[config.mk]
export PLATFORM = sky130hd
export DESIGN_NAME = estufa_zonas
export DESIGN_NICKNAME = d
export VERILOG_FILES = /design/src/rtl/estufa_zonas.sv
export SDC_FILE = /design/constraint.sdc
export NUM_CORES = 1
export LEC_CHECK = 0
export BUFFER_PORTS_ARGS = -buffer_cell sky130_fd_sc_hd__buf_2
export CAP_MARGIN = 20
export CORE_UTILIZATION = 53
export DETAILED_ROUTE_END_ITERATION = 10
export PLACE_DENSITY = 0.8
export SLEW_MARGIN = 25
export SYNTH_ARGS = -nofsm -noshare
export SYNTH_HDL_FRONTEND = slang
export SYNTH_SLANG_ARGS = --single-unit
[constraint.sdc]
create_clock -name clk -period 2.04 [get_ports clk]
set_clock_uncertainty 0.1 [all_clocks]
set_input_delay 0.306 -clock clk [delete_from_list [all_inputs] [get_ports clk]]
set_output_delay 0.306 -clock clk [all_outputs]
set_load 0.02 [all_outputs]
[src/rtl/estufa_zonas.sv]
// estufa_zonas: multi-zone greenhouse motor controller with debounce, min on/off, timeout fault and manual override
module estufa_zonas #(
  parameter int N_ZONAS    = 4,
  parameter int DEB_CYCLES = 4,
  parameter int MIN_ON     = 8,
  parameter int MIN_OFF    = 8,
  parameter int TIMEOUT    = 64
) (
  input  logic               clk,
  input  logic               reset,
  input  logic [N_ZONAS-1:0] luz,
  input  logic [N_ZONAS-1:0] umid,
  input  logic [N_ZONAS-1:0] fim_e,
  input  logic [N_ZONAS-1:0] fim_d,
  input  logic               man_en,
  input  logic [N_ZONAS-1:0] man_mh,
  input  logic [N_ZONAS-1:0] clr_fault,
  output logic [N_ZONAS-1:0] mh,
  output logic [N_ZONAS-1:0] ma,
  output logic [N_ZONAS-1:0] fault,
  output logic               fault_any
);
  localparam int NS = 4 * N_ZONAS;
  localparam int CW = $clog2(DEB_CYCLES + 1);
  localparam int TW = $clog2(TIMEOUT + 1);
  typedef enum logic [1:0] {IDLE, RUN, HOLD, FLT} state_t;
  logic [NS-1:0] raw, deb;
  logic [N_ZONAS-1:0] luz_d, umid_d, fe_d, fd_d, req, mh_n, fault_n;
  assign raw = {fim_d, fim_e, umid, luz};
  assign {fd_d, fe_d, umid_d, luz_d} = deb;
  for (genvar b = 0; b < NS; b++) begin : g_deb
    logic d;
    logic [CW-1:0] cnt;
    always_ff @(posedge clk)
      if (reset) begin
        d   <= 1'b0;
        cnt <= '0;
      end else if (raw[b] == d) cnt <= '0;
      else if (cnt == CW'(DEB_CYCLES - 1)) begin
        d   <= raw[b];
        cnt <= '0;
      end else cnt <= cnt + 1'b1;
    assign deb[b] = d;
  end
  for (genvar z = 0; z < N_ZONAS; z++) begin : g_zone
    state_t st, nst;
    logic [TW-1:0] tmr, ntmr;
    assign req[z] = (man_en ? man_mh[z] : (umid_d[z] | luz_d[z])) & ~fd_d[z];
    always_ff @(posedge clk)
      if (reset) begin
        st  <= IDLE;
        tmr <= '0;
      end else begin
        st  <= nst;
        tmr <= ntmr;
      end
    // tmr counts completed RUN cycles, so tmr+1 >= MIN_ON means MIN_ON cycles of mh high
    always_comb begin
      nst  = st;
      ntmr = tmr + 1'b1;
      unique case (st)
        IDLE: begin
          ntmr = '0;
          nst  = req[z] ? RUN : IDLE;
        end
        RUN:
          if (fd_d[z] || (!req[z] && tmr >= TW'(MIN_ON - 1))) begin
            nst  = HOLD;
            ntmr = '0;
          end else if (tmr == TW'(TIMEOUT - 1)) nst = FLT;
        HOLD:
          if (tmr == TW'(MIN_OFF - 1)) begin
            nst  = IDLE;
            ntmr = '0;
          end
        FLT: begin
          ntmr = '0;
          nst  = clr_fault[z] ? HOLD : FLT;
        end
      endcase
    end
    always_comb begin
      mh_n[z]    = nst == RUN;
      fault_n[z] = nst == FLT;
    end
  end
  always_ff @(posedge clk)
    if (reset) begin
      mh        <= '0;
      ma        <= '0;
      fault     <= '0;
      fault_any <= 1'b0;
    end else begin
      mh        <= mh_n;
      ma        <= ~(fe_d & luz_d & umid_d);
      fault     <= fault_n;
      fault_any <= |fault_n;
    end
endmodule

# After elaboration in Yosys (flattened, before gate mapping)

Index checks and enable logic that the tools add are counted.

Register bits after elaboration: 113
Bits in latches: 0
Bits in writable memories: 0
Bits in read-only memories: 0
Input bits: 27
Output and inout bits: 13
Word-level logic and storage cells: 252
Memories: 0

Add/sub/neg operators: 20
Multiply operators: 0
Divide/modulo/power cells: 0
Magnitude comparators: 4
Eq/ne operators: 60
Shifts and indexed selects: 0
Muxes and demuxes: 40
Bitwise operators: 31
Reduce and logical (&&, ||, !) cells: 53

Operator list:

| kind                | count |
|---|---|
| $pmux 7 s3          | 4 |
| $mux 7              | 8 |
| $add 3x1->3 const B | 16 |
| $eq 3x2->1 const B  | 16 |
| $reduce_or 3->1     | 16 |
| $pmux 2 s4          | 4 |
| $reduce_and 2->1    | 16 |
| $add 7x1->7 const B | 4 |
| $eq 7x3->1 const B  | 4 |
| $eq 7x6->1 const B  | 4 |
| $ge 7x3->1 const B  | 4 |
| $eq 2x2->1 const B  | 12 |
| $mux 2              | 12 |
| $not 1->1           | 20 |
| $eq 1x1->1          | 16 |
| $eq 2x1->1 const B  | 8 |
| $mux 1              | 12 |
| $and 4x4->4         | 2 |
| $logic_not 2->1     | 4 |
| $reduce_or 2->1     | 4 |
| $and 1x1->1         | 4 |
| $logic_and 1x1->1   | 4 |
| $logic_not 1->1     | 4 |
| $logic_or 1x1->1    | 4 |
| 3 further kinds     | 6 |

# Longest topological paths before layout

Gate-level depths: netlist of the first run.

Word-level depth: 10
Gate-level depth with buffers: 7
Mapped depth without buffers: 6

# Worst setup path before layout of the first run

Ideal clock, no wire load.

Path type: register to register
Start: reg g_zone[2].tmr[3]
End: reg g_zone[2].tmr[6]
Library setup time: 0.066 ns
Data arrival time: 1.954 ns
Data required time: 1.874 ns
Path slack: -0.080 ns
Stages on the path, launching flop included: 7
Path buffers: 1
Clock period less this slack: 2.120 ns
Path through: dfxtp_1 -> or4_4 -> a2111o_1 -> and3_1 -> or3_1 -> buf_6 -> a21oi_2

Longest elaborated chain between the ends: 5
Elaborated cells on any way between the ends: 8
Those cells by class: add/sub (1); order compare (1); eq/ne (1); mux (3); reduce/logical (2)

RTL lines:

| item                   | RTL line | RTL |
|---|---|---|
| start, declared        | 47       | `logic [TW-1:0] tmr, ntmr;` |
| start signal, assigned | 55       | `tmr <= ntmr;` |
| $ge 7x3->1             | 67       | `if (fd_d[z] \|\| (!req[z] && tmr >= TW'(MIN_ON - 1))) begin` |
| $logic_and 1x1->1      | 67       |  |
| $logic_or 1x1->1       | 67       |  |
| $mux 7                 | 67       |  |
| $pmux 7 s3 (*)         | 61       | `unique case (st)` |

Mark *: on every way between the ends. The rest lies on a longest branch, timed or not.
A chain may end at the register's enable or synchronous reset.

# Final worst setup path of the first run

Start: reg g_zone[3].tmr[5]
End: reg fault_any

Longest elaborated chain between the ends: 7
Elaborated cells on any way between the ends: 11
Those cells by class: order compare (1); eq/ne (3); mux (4); reduce/logical (3)

RTL lines:

| item                   | RTL line | RTL |
|---|---|---|
| start, declared        | 47       |  |
| start signal, assigned | 55       |  |
| $ge 7x3->1             | 67       |  |
| $logic_and 1x1->1      | 67       |  |
| $logic_or 1x1->1       | 67       |  |
| $mux 2                 | 67       |  |
| $pmux 2 s4 (*)         | 61       |  |
| $eq 2x2->1 (*)         | 84       | `fault_n[z] = nst == FLT;` |
| $reduce_or 4->1 (*)    | 97       | `fault_any <= \|fault_n;` |
| end signal, assigned   | 97       |  |
| end, declared          | 21       | `output logic fault_any` |

Marked as above.

==> results of run 1 <==
==> repair_timing <==
item / 4_1_cts / 5_1_grt
setup endpoints to repair: 8 / 12
resized for setup: 4 / 11
hold buffers: 15 / 0
endpoints found under the hold margin: 15 / 0
pin swaps: 0 / 2
==> layout by cell type (no fill, tap or decap), types with 3 or more instances in the layout <==
cell type                       instances
sky130_fd_sc_hd__clkbuf_16             16
sky130_fd_sc_hd__o311a_1                3
sky130_fd_sc_hd__mux2i_1               16
sky130_fd_sc_hd__nand3_1               12
sky130_fd_sc_hd__nor3_1                 8
sky130_fd_sc_hd__buf_2                 39
sky130_fd_sc_hd__nand2_1               14
sky130_fd_sc_hd__xnor2_1               21
sky130_fd_sc_hd__a31oi_1                6
sky130_fd_sc_hd__dlygate4sd3_1         15
sky130_fd_sc_hd__dfxtp_1              113
sky130_fd_sc_hd__o21a_1                 3
sky130_fd_sc_hd__o211ai_1               3
sky130_fd_sc_hd__nand2b_1               4
sky130_fd_sc_hd__xor2_1                10
sky130_fd_sc_hd__and2_1                 4
sky130_fd_sc_hd__ha_1                  36
sky130_fd_sc_hd__nor2b_1                4
sky130_fd_sc_hd__a21o_1                 7
sky130_fd_sc_hd__o21ai_0                6
sky130_fd_sc_hd__buf_4                  8
sky130_fd_sc_hd__clkinvlp_4             6
sky130_fd_sc_hd__nor2_2                 5
sky130_fd_sc_hd__inv_1                 44
sky130_fd_sc_hd__bufinv_16              3
sky130_fd_sc_hd__or3_1                 18
sky130_fd_sc_hd__nor2_1                96
==> critical path: cells and delay by family, from the launching register on <==
kind	cells	cell delay (ps)
compound gates	4	900
simple gates	1	600
flops	1	330
==> worst max-delay path by stage <==
stage / slack [ps] / cells after the start / end / start
floorplan: 20 / 6 / g_zone[2].tmr[6] / g_zone[2].tmr[3]
global placement: -20 / 5 / g_zone[2].tmr[6] / g_zone[2].tmr[3]
detailed placement: -50 / 5 / g_zone[2].tmr[5] / g_zone[2].tmr[3]
CTS: 9 / 5 / fault_any / g_zone[1].tmr[4]
global route: -100 / 5 / fault_any / g_zone[3].tmr[3]
finish: -20 / 5 / fault_any / g_zone[3].tmr[5]
==> power groups by stage <==
stage | logic (uW) | clock network [uW] | registers, uW
after floorplan | 150 | 0 | 2360
after global placement | 236 | 0 | 2350
after detailed placement | 249 | 0 | 2350
after CTS | 279 | 2960 | 2300
after global routing | 322 | 3070 | 2310
final | 285 | 2930 | 2300
==> stage by stage <==
step                area (um^2)  TNS [ps]  total power [uW]  worst slack (ps)  utilization [%]
floorplan                  4530         0              2510              18.4                -
global placement           4900     -44.4              2580             -19.5             59.4
detailed placement         4900      -282              2600             -52.9             59.4
CTS                        5660         0              5540              9.20             68.6
global route               5700      -135              5700             -97.8             69.1
finish                     5700     -19.2              5520             -19.2             69.1
==> registers in the layout, summed over array words and instances, names as in the netlist <==
signal and cells:
ma 4, g_zone.tmr 28, g_zone.st 8, fault 4
g_deb.d 16, fault_any 1, g_deb.cnt 48, mh 4
==> final cells by class <==
cell class | instances | share of cell area (%)
Sequential cell | 113 | 39.7
Tap cell | 105 | 2.30
Clock inverter | 13 | 2.85
Clock buffer | 19 | 7.57
Inverter | 44 | 2.90
Multi-Input combinational cell | 310 | 37.3
Timing Repair Buffer | 63 | 7.46
==> per-layer routing <==
| metal | global-route usage, % | vias to the layer above | wire [um] |
|---|---|---|---|
| met4 | 12.4 | 0 | 203 |
| li1 | - | 1747 | - |
| met2 | 38.0 | 66 | 4550 |
| met3 | 6.84 | 18 | 350 |
| met5 | 0 | - | 0 |
| met1 | 23.3 | 1602 | 3770 |
==> logic make-up after synthesis <==
logic type	count (synthesis)	share of synthesized area [%]
flops	113	49.9
buf+inv	51	4.39
fa+ha+maj	36	9.94
simple gates	176	17.9
mux	16	3.54
xor+xnor	31	5.99
compound gates	51	8.31
==> out/qor.log, run 1 <==
INFO  outcome        status=complete, but fails checks
INFO  outcome        failing_checks=negative setup slack
INFO  clock_tree     htreeDepth=4
INFO  drt            route.detailed.vias_per_inst=5.15
INFO  logic_synthesis synthMostInstantiatedCell=sky130_fd_sc_hd__dfxtp_1
INFO  setup_path     worstSetupStartpointType=register
INFO  logic_synthesis syn_area_per_cell=9.56um^2
INFO  cells_and_area antenna-diode-count=0
INFO  die            fp.dieArea=8920um^2
INFO  drt            drc=0
INFO  global_route   number_of_antenna_violations_at_the_first_check_in_global_routing=0
INFO  logic_synthesis post-synth-top-area-fraction=49.9%
INFO  timing         maxSlewHeadroom=61.0%
INFO  power          pwr_density_cell=967nW/um^2
INFO  logic_synthesis yosys.cell_types.count=43
INFO  logic_synthesis flops_latches_synth=113
INFO  global_route   overflow=0
INFO  logic_synthesis synth.area.top_cells=sky130_fd_sc_hd__dfxtp_1 50%, sky130_fd_sc_hd__ha_1 9.9%, sky130_fd_sc_hd__nor2_1 8.0%, sky130_fd_sc_hd__xnor2_1 4.1%, sky130_fd_sc_hd__inv_1 3.6%
INFO  die            design.portCount=40
INFO  drt            detail_route.wl_per_cell=13.3um
INFO  placed_design  detailed_place_hpwl=5870um
INFO  power          power_switching_share=22.3%
INFO  logic_synthesis postSynthNetCount=537
INFO  power          pwr-share-clk=53.1%
INFO  placed_design  place.gp.congestion=0.858
INFO  cells_and_area multiInputGateArea=2120um^2
INFO  min_path       whs_path_depth=3
INFO  setup_path     reg2reg_depth=5
INFO  power          share_seq_of_total_power=41.8%
INFO  min_path       holdCritPathClass=input port to register
INFO  setup_path     path_max_fanout=3
INFO  clock_tree     clockRootBuffer=sky130_fd_sc_hd__clkbuf_8
INFO  min_path       worst_hold_startpoint=fim_d[0]
INFO  cells_and_area n_fill_cell=637
INFO  logic_synthesis yosysSeqAreaShare=49.9%
INFO  timing         max_freq=486MHz
INFO  clock_tree     clock_latency=520ps
INFO  clock_tree     cts_tree=yes
INFO  logic_synthesis synth_commonest_cells=113 x sky130_fd_sc_hd__dfxtp_1, 96 x sky130_fd_sc_hd__nor2_1, 44 x sky130_fd_sc_hd__inv_1
INFO  timing         worst_max_slew_pin_slew=577ps
INFO  die            placementRows=33
INFO  cells_and_area finalNonFillerCells=667
INFO  logic_synthesis dominantRegCellSynth=sky130_fd_sc_hd__dfxtp_1
INFO  setup_path     worst_setup_path_end_kind=register
INFO  global_route   first_global_vias=3,432
INFO  setup_path     worstPathCellList=or4_1, a211oi_2, o21ai_0, o221ai_1, o2111ai_1
INFO  drt            postRouteAntennaNets=0
INFO  setup_path     worst_ep_arrival_time=2340ps
INFO  cells_and_area areaGrowthSynthToFinish=25.9%
INFO  placed_design  dp_cells=620
INFO  global_route   grtUsageTotal=21.8%
INFO  drt            drt_first_iter_violations=128
INFO  clock_tree     numCtsBuffers=17
INFO  logic_synthesis mappedNetlistArea=4530um^2
INFO  setup_path     r2r-end=fault_any
INFO  timing         setup_repair_after_global_routing_missed_its_margin=yes
INFO  global_route   grt_first_pass_wirelength=14,700um
INFO  timing         smallest_hold_slack=40.7ps
INFO  timing         fin_ws=-19.2ps
INFO  power          intPower=4290uW
INFO  setup_path     timing.rr.start=g_zone[3].tmr[5]
INFO  logic_synthesis synth.yosys.warnings=0
INFO  timing         timing.final.crit_share=101%
INFO  power          vdd_ir_drop_max=628uV
INFO  cells_and_area drive_above_1_share=16.9%
INFO  timing         final-max-slew-violation-count=0
INFO  clock_tree     post_cts_buffers=0
INFO  setup_path     timing.critical_path.slowest_cell_delay=600ps
INFO  power          power_switching=1230uW
INFO  clock_tree     clockBufferDepth=2
INFO  drt            finalWirelength=8880um
INFO  setup_path     setup.worst_path.class=register to register
INFO  clock_tree     clkTransAtPathRegs=50ps
INFO  die            fp.coreArea=8260um^2
INFO  power          combPwrFrac=5.2%
INFO  timing         period_minus_slack=2060ps
INFO  cells_and_area num-nets-final=612
INFO  drt            detailroute.via_count=3,433
INFO  setup_path     regToRegSetupSlack=-20ps
INFO  min_path       hold_path_end=g_deb[12].d
INFO  clock_tree     clock_sink_count=113
INFO  timing         timing_hold_violations_final=0
INFO  cells_and_area regArea=2260um^2
INFO  timing         final-setup-viol-count=1
INFO  die            starting_density=54.8%
INFO  job            maxCapViolCount=0
INFO  logic_synthesis synth_top_area_cell=sky130_fd_sc_hd__dfxtp_1
INFO  placed_design  place.port_buffers=39
INFO  die            chip_width=94.4um
INFO  die            y_dimension_of_the_die=94.4um
INFO  setup_path     cpMaxStageDelayCell=sky130_fd_sc_hd__or4_1
INFO  logic_synthesis synthesis.instances=474
INFO  drt            detail_route.first_pass.iterations=4
INFO  logic_synthesis postSynth.asyncResetShare=0%
INFO  power          static-leakage-power=0.00239uW
INFO  setup_path     worstPathRequired=2320ps
INFO  global_route   pin_count_of_the_biggest_net_entering_global_routing=23
INFO  logic_synthesis synth_enable_flop_cells=0
(Power assumes the default switching activity.)
==> run 2, diff against run 1 <==
- GPL_TIMING_DRIVEN: not set -> 0
- HOLD_SLACK_MARGIN: not set -> 0.06
==> run 2 against run 1 <==
  * Design area up 0.64%
  * Worst hold slack better by 32 ps
  * Sequential power about the same
  * Critical path depth increased by 1
  * Setup slack worse by 54 ps
  * Combinational power grew 6%
  * Global-route usage grew 1.7 points
  * The run still ends with negative setup slack left
  * Critical path type unchanged
  * Clock power is 4% lower
==> out/qor.log, run 2 (synthesized netlist as in run 1, its figures left out) <==
INFO  placed_design  place.port_buffers=39 [unchanged]
INFO  cells_and_area max_reg_flops=48 [unchanged]
INFO  cells_and_area drive_above_1_share=16.8% [-0.090 points]
INFO  cells_and_area layout.cells.most_common_list=111 x sky130_fd_sc_hd__dfxtp_1, 96 x sky130_fd_sc_hd__nor2_1, 44 x sky130_fd_sc_hd__inv_1, 39 x sky130_fd_sc_hd__buf_2, 35 x sky130_fd_sc_hd__ha_1
INFO  global_route   grt_first_pass_wirelength=15,700um [+7.3%]
INFO  die            chip_width=94.4um [unchanged]
INFO  clock_tree     clockRootBuffer=sky130_fd_sc_hd__clkbuf_8
INFO  die            y_dimension_of_the_die=94.4um [unchanged]
INFO  timing         timing.setup.tns=-322ps [-303 ps]
INFO  die            fp.coreArea=8260um^2 [unchanged]
INFO  timing         period_minus_slack=2110ps [+54.5 ps]
INFO  global_route   pin_count_of_the_biggest_net_entering_global_routing=17 [-26%]
INFO  clock_tree     clockBufferDepth=2 [unchanged]
INFO  clock_tree     cts_tree=yes
INFO  setup_path     worst_setup_path_end_kind=register
INFO  power          pwr_density_cell=945nW/um^2 [-2.3%]
INFO  clock_tree     clkTransAtPathRegs=50ps [about the same]
INFO  timing         setup_repair_after_global_routing_missed_its_margin=yes
INFO  global_route   grt.busiest_layer=met2
INFO  timing         fin_ws=-73.7ps [-54.5 ps]
INFO  global_route   groute.layer.met3.usage=7.97% [+1.1 points]
INFO  timing         max_freq=473MHz [-2.6%]
INFO  drt            detail_route.wl_per_cell=15.1um [+14%]
INFO  timing         timing_hold_violations_final=0 [unchanged]
INFO  min_path       holdCritPathClass=input port to register
INFO  power          vdd_ir_drop_max=485uV [-23%]
INFO  cells_and_area areaGrowthSynthToFinish=26.7%
INFO  timing         smallest_hold_slack=72.3ps [+31.6 ps]
INFO  power          finalPower=5420uW [-1.7%]
INFO  drt            drc=0 [unchanged]
INFO  global_route   grt_util_met1=24.9% [+1.6 points]
INFO  placed_design  post_dp_cell_area=4860um^2 [-0.94%]
INFO  timing         timing.final.crit_share=104% [+2.7 points]
INFO  setup_path     crit_family=simple AND/OR/NAND/NOR gates
INFO  setup_path     path_max_fanout=6 [+3]
INFO  drt            drt_first_iter_violations=132 [+3.1%]
INFO  global_route   first_global_vias=3,526 [+2.7%]
INFO  setup_path     critical_path_depth=6 [+1]
INFO  setup_path     cpMaxStageDelayCell=sky130_fd_sc_hd__or4_4
INFO  clock_tree     clock_latency=510ps [about the same]
INFO  clock_tree     numCtsBuffers=17 [unchanged]
INFO  drt            detailroute.via_count=3,571 [+4.0%]
INFO  cells_and_area biggestRegsByFlops=g_deb.cnt (48), g_zone.tmr (28), g_deb.d (16)
INFO  placed_design  dpl_worst_slack=-229ps [-176 ps]
INFO  cells_and_area num-nets-final=618 [+0.98%]
INFO  die            fp.dieArea=8920um^2 [unchanged]
INFO  drt            detail_route.first_pass.iterations=4 [unchanged]
INFO  clock_tree     clock_sink_count=113 [unchanged]
INFO  setup_path     worstPathRequired=2390ps [+70 ps]
INFO  die            placementRows=33 [unchanged]
INFO  job            maxCapViolCount=0 [unchanged]
INFO  outcome        status=complete, but fails checks
INFO  global_route   use_met2=41.9% [+3.9 points]
INFO  timing         maxSlewHeadroom=51.8% [-9.2 points]
INFO  placed_design  place.gp.congestion=0.844 [-1.6%]
INFO  timing         final-setup-viol-count=7 [+6]
INFO  outcome        failing_checks=negative setup slack
INFO  placed_design  detailed_place_hpwl=6140um [+4.5%]
INFO  global_route   number_of_antenna_violations_at_the_first_check_in_global_routing=0 [unchanged]
INFO  cells_and_area antenna-diode-count=0 [unchanged]
INFO  timing         worst_max_slew_pin_slew=723ps [+146 ps]
INFO  min_path       whs_path_depth=3 [unchanged]
INFO  timing         final-max-slew-violation-count=0 [unchanged]
INFO  drt            postRouteAntennaNets=0 [unchanged]
INFO  drt            finalWirelength=10,100um [+14%]
INFO  setup_path     worstSetupStartpointType=register
INFO  power          static-leakage-power=0.00241uW [+0.62%]
INFO  die            starting_density=54.8% [unchanged]
INFO  clock_tree     htreeDepth=4 [unchanged]
INFO  setup_path     worstPathCellList=or4_4, a2111o_1, and3_4, or3_1, buf_6, a21oi_2
INFO  setup_path     reg2reg_depth=6 [+1]
INFO  cells_and_area most_frequent_standard_cell_in_the_layout_excluding_fill_and_tap_cells=sky130_fd_sc_hd__dfxtp_1
INFO  setup_path     worst_ep_arrival_time=2460ps [+120 ps]
INFO  setup_path     critical_path.n_buffers_inverters=1 [+1]
INFO  die            design.portCount=40 [unchanged]
INFO  drt            route.detailed.vias_per_inst=5.33 [+3.6%]
INFO  cells_and_area fin_area=5740um^2 [+0.64%]
INFO  cells_and_area most_flop_heavy_register=g_deb.cnt
INFO  setup_path     setup.worst_path.class=register to register
INFO  global_route   grtUsageTotal=23.6% [+1.7 points]
INFO  global_route   overflow=0 [unchanged]
INFO  setup_path     timing.critical_path.slowest_cell_delay=540ps [-60 ps]
-- run 2: path summary, 6_finish.rpt --
path                                        from                to  slack, ps
worst min-delay path                     umid[3]        g_deb[7].d         70
worst max register to register  g_zone[2].tmr[3]  g_zone[2].tmr[6]        -70
worst min register to register  g_deb[10].cnt[0]  g_deb[10].cnt[0]        320
worst max-delay path            g_zone[2].tmr[3]  g_zone[2].tmr[6]        -70
-- run 2: area by class of cell --
| type | count | area [um^2] |
|---|---|---|
| inverter | 44 | 165 |
| fill | 573 | 2520 |
| multi-input combinational | 310 | 2160 |
| sequential | 113 | 2260 |
| clock inverter | 6 | 80.1 |
| tap | 105 | 131 |
| clock buffer | 23 | 487 |
| timing repair buffer | 62 | 413 |
| buffer | 7 | 33.8 |
-- run 2: through the flow --
| step | instances | utilization, % |
|---|---|---|
| 5_1_grt | 670 | 69.5 |
| 3_3_place_gp | 618 | 58.8 |
| 2_1_floorplan | 474 | - |
| 4_1_cts | 668 | 68.5 |
| 3_5_place_dp | 618 | 58.8 |
| 6_report | 670 | 69.5 |
-- run 2: timing repair --
| action | CTS | global route |
|---|---|---|
| hold buffers | 18 | 0 |
| endpoints found under the hold margin | 18 | 0 |
| pin swaps | 3 | 3 |
| endpoints found under the setup margin | 11 | 14 |
| buffers inserted | 3 | 2 |
| gates resized for setup | 9 | 13 |
-- run 2: tightest hold or removal path, stage by stage --
cell and delay, ps:
sky130_fd_sc_hd__buf_2 110, sky130_fd_sc_hd__mux2i_1 90, sky130_fd_sc_hd__nor2_1 130
-- run 2: power breakdown --
part / switching [uW] / total (uW) / internal, uW
clock network: 946 / 2810 / 1870
logic: 168 / 303 / 135
registers: 36.4 / 2310 / 2270
total: 1150 / 5420 / 4270
-- run 2: per-layer routing --
layer / vias up / routed length, um
li1: 1758 / -
met1: 1699 / 4220
met2: 90 / 5220
met3: 24 / 420
met4: 0 / 286
met5: - / 0
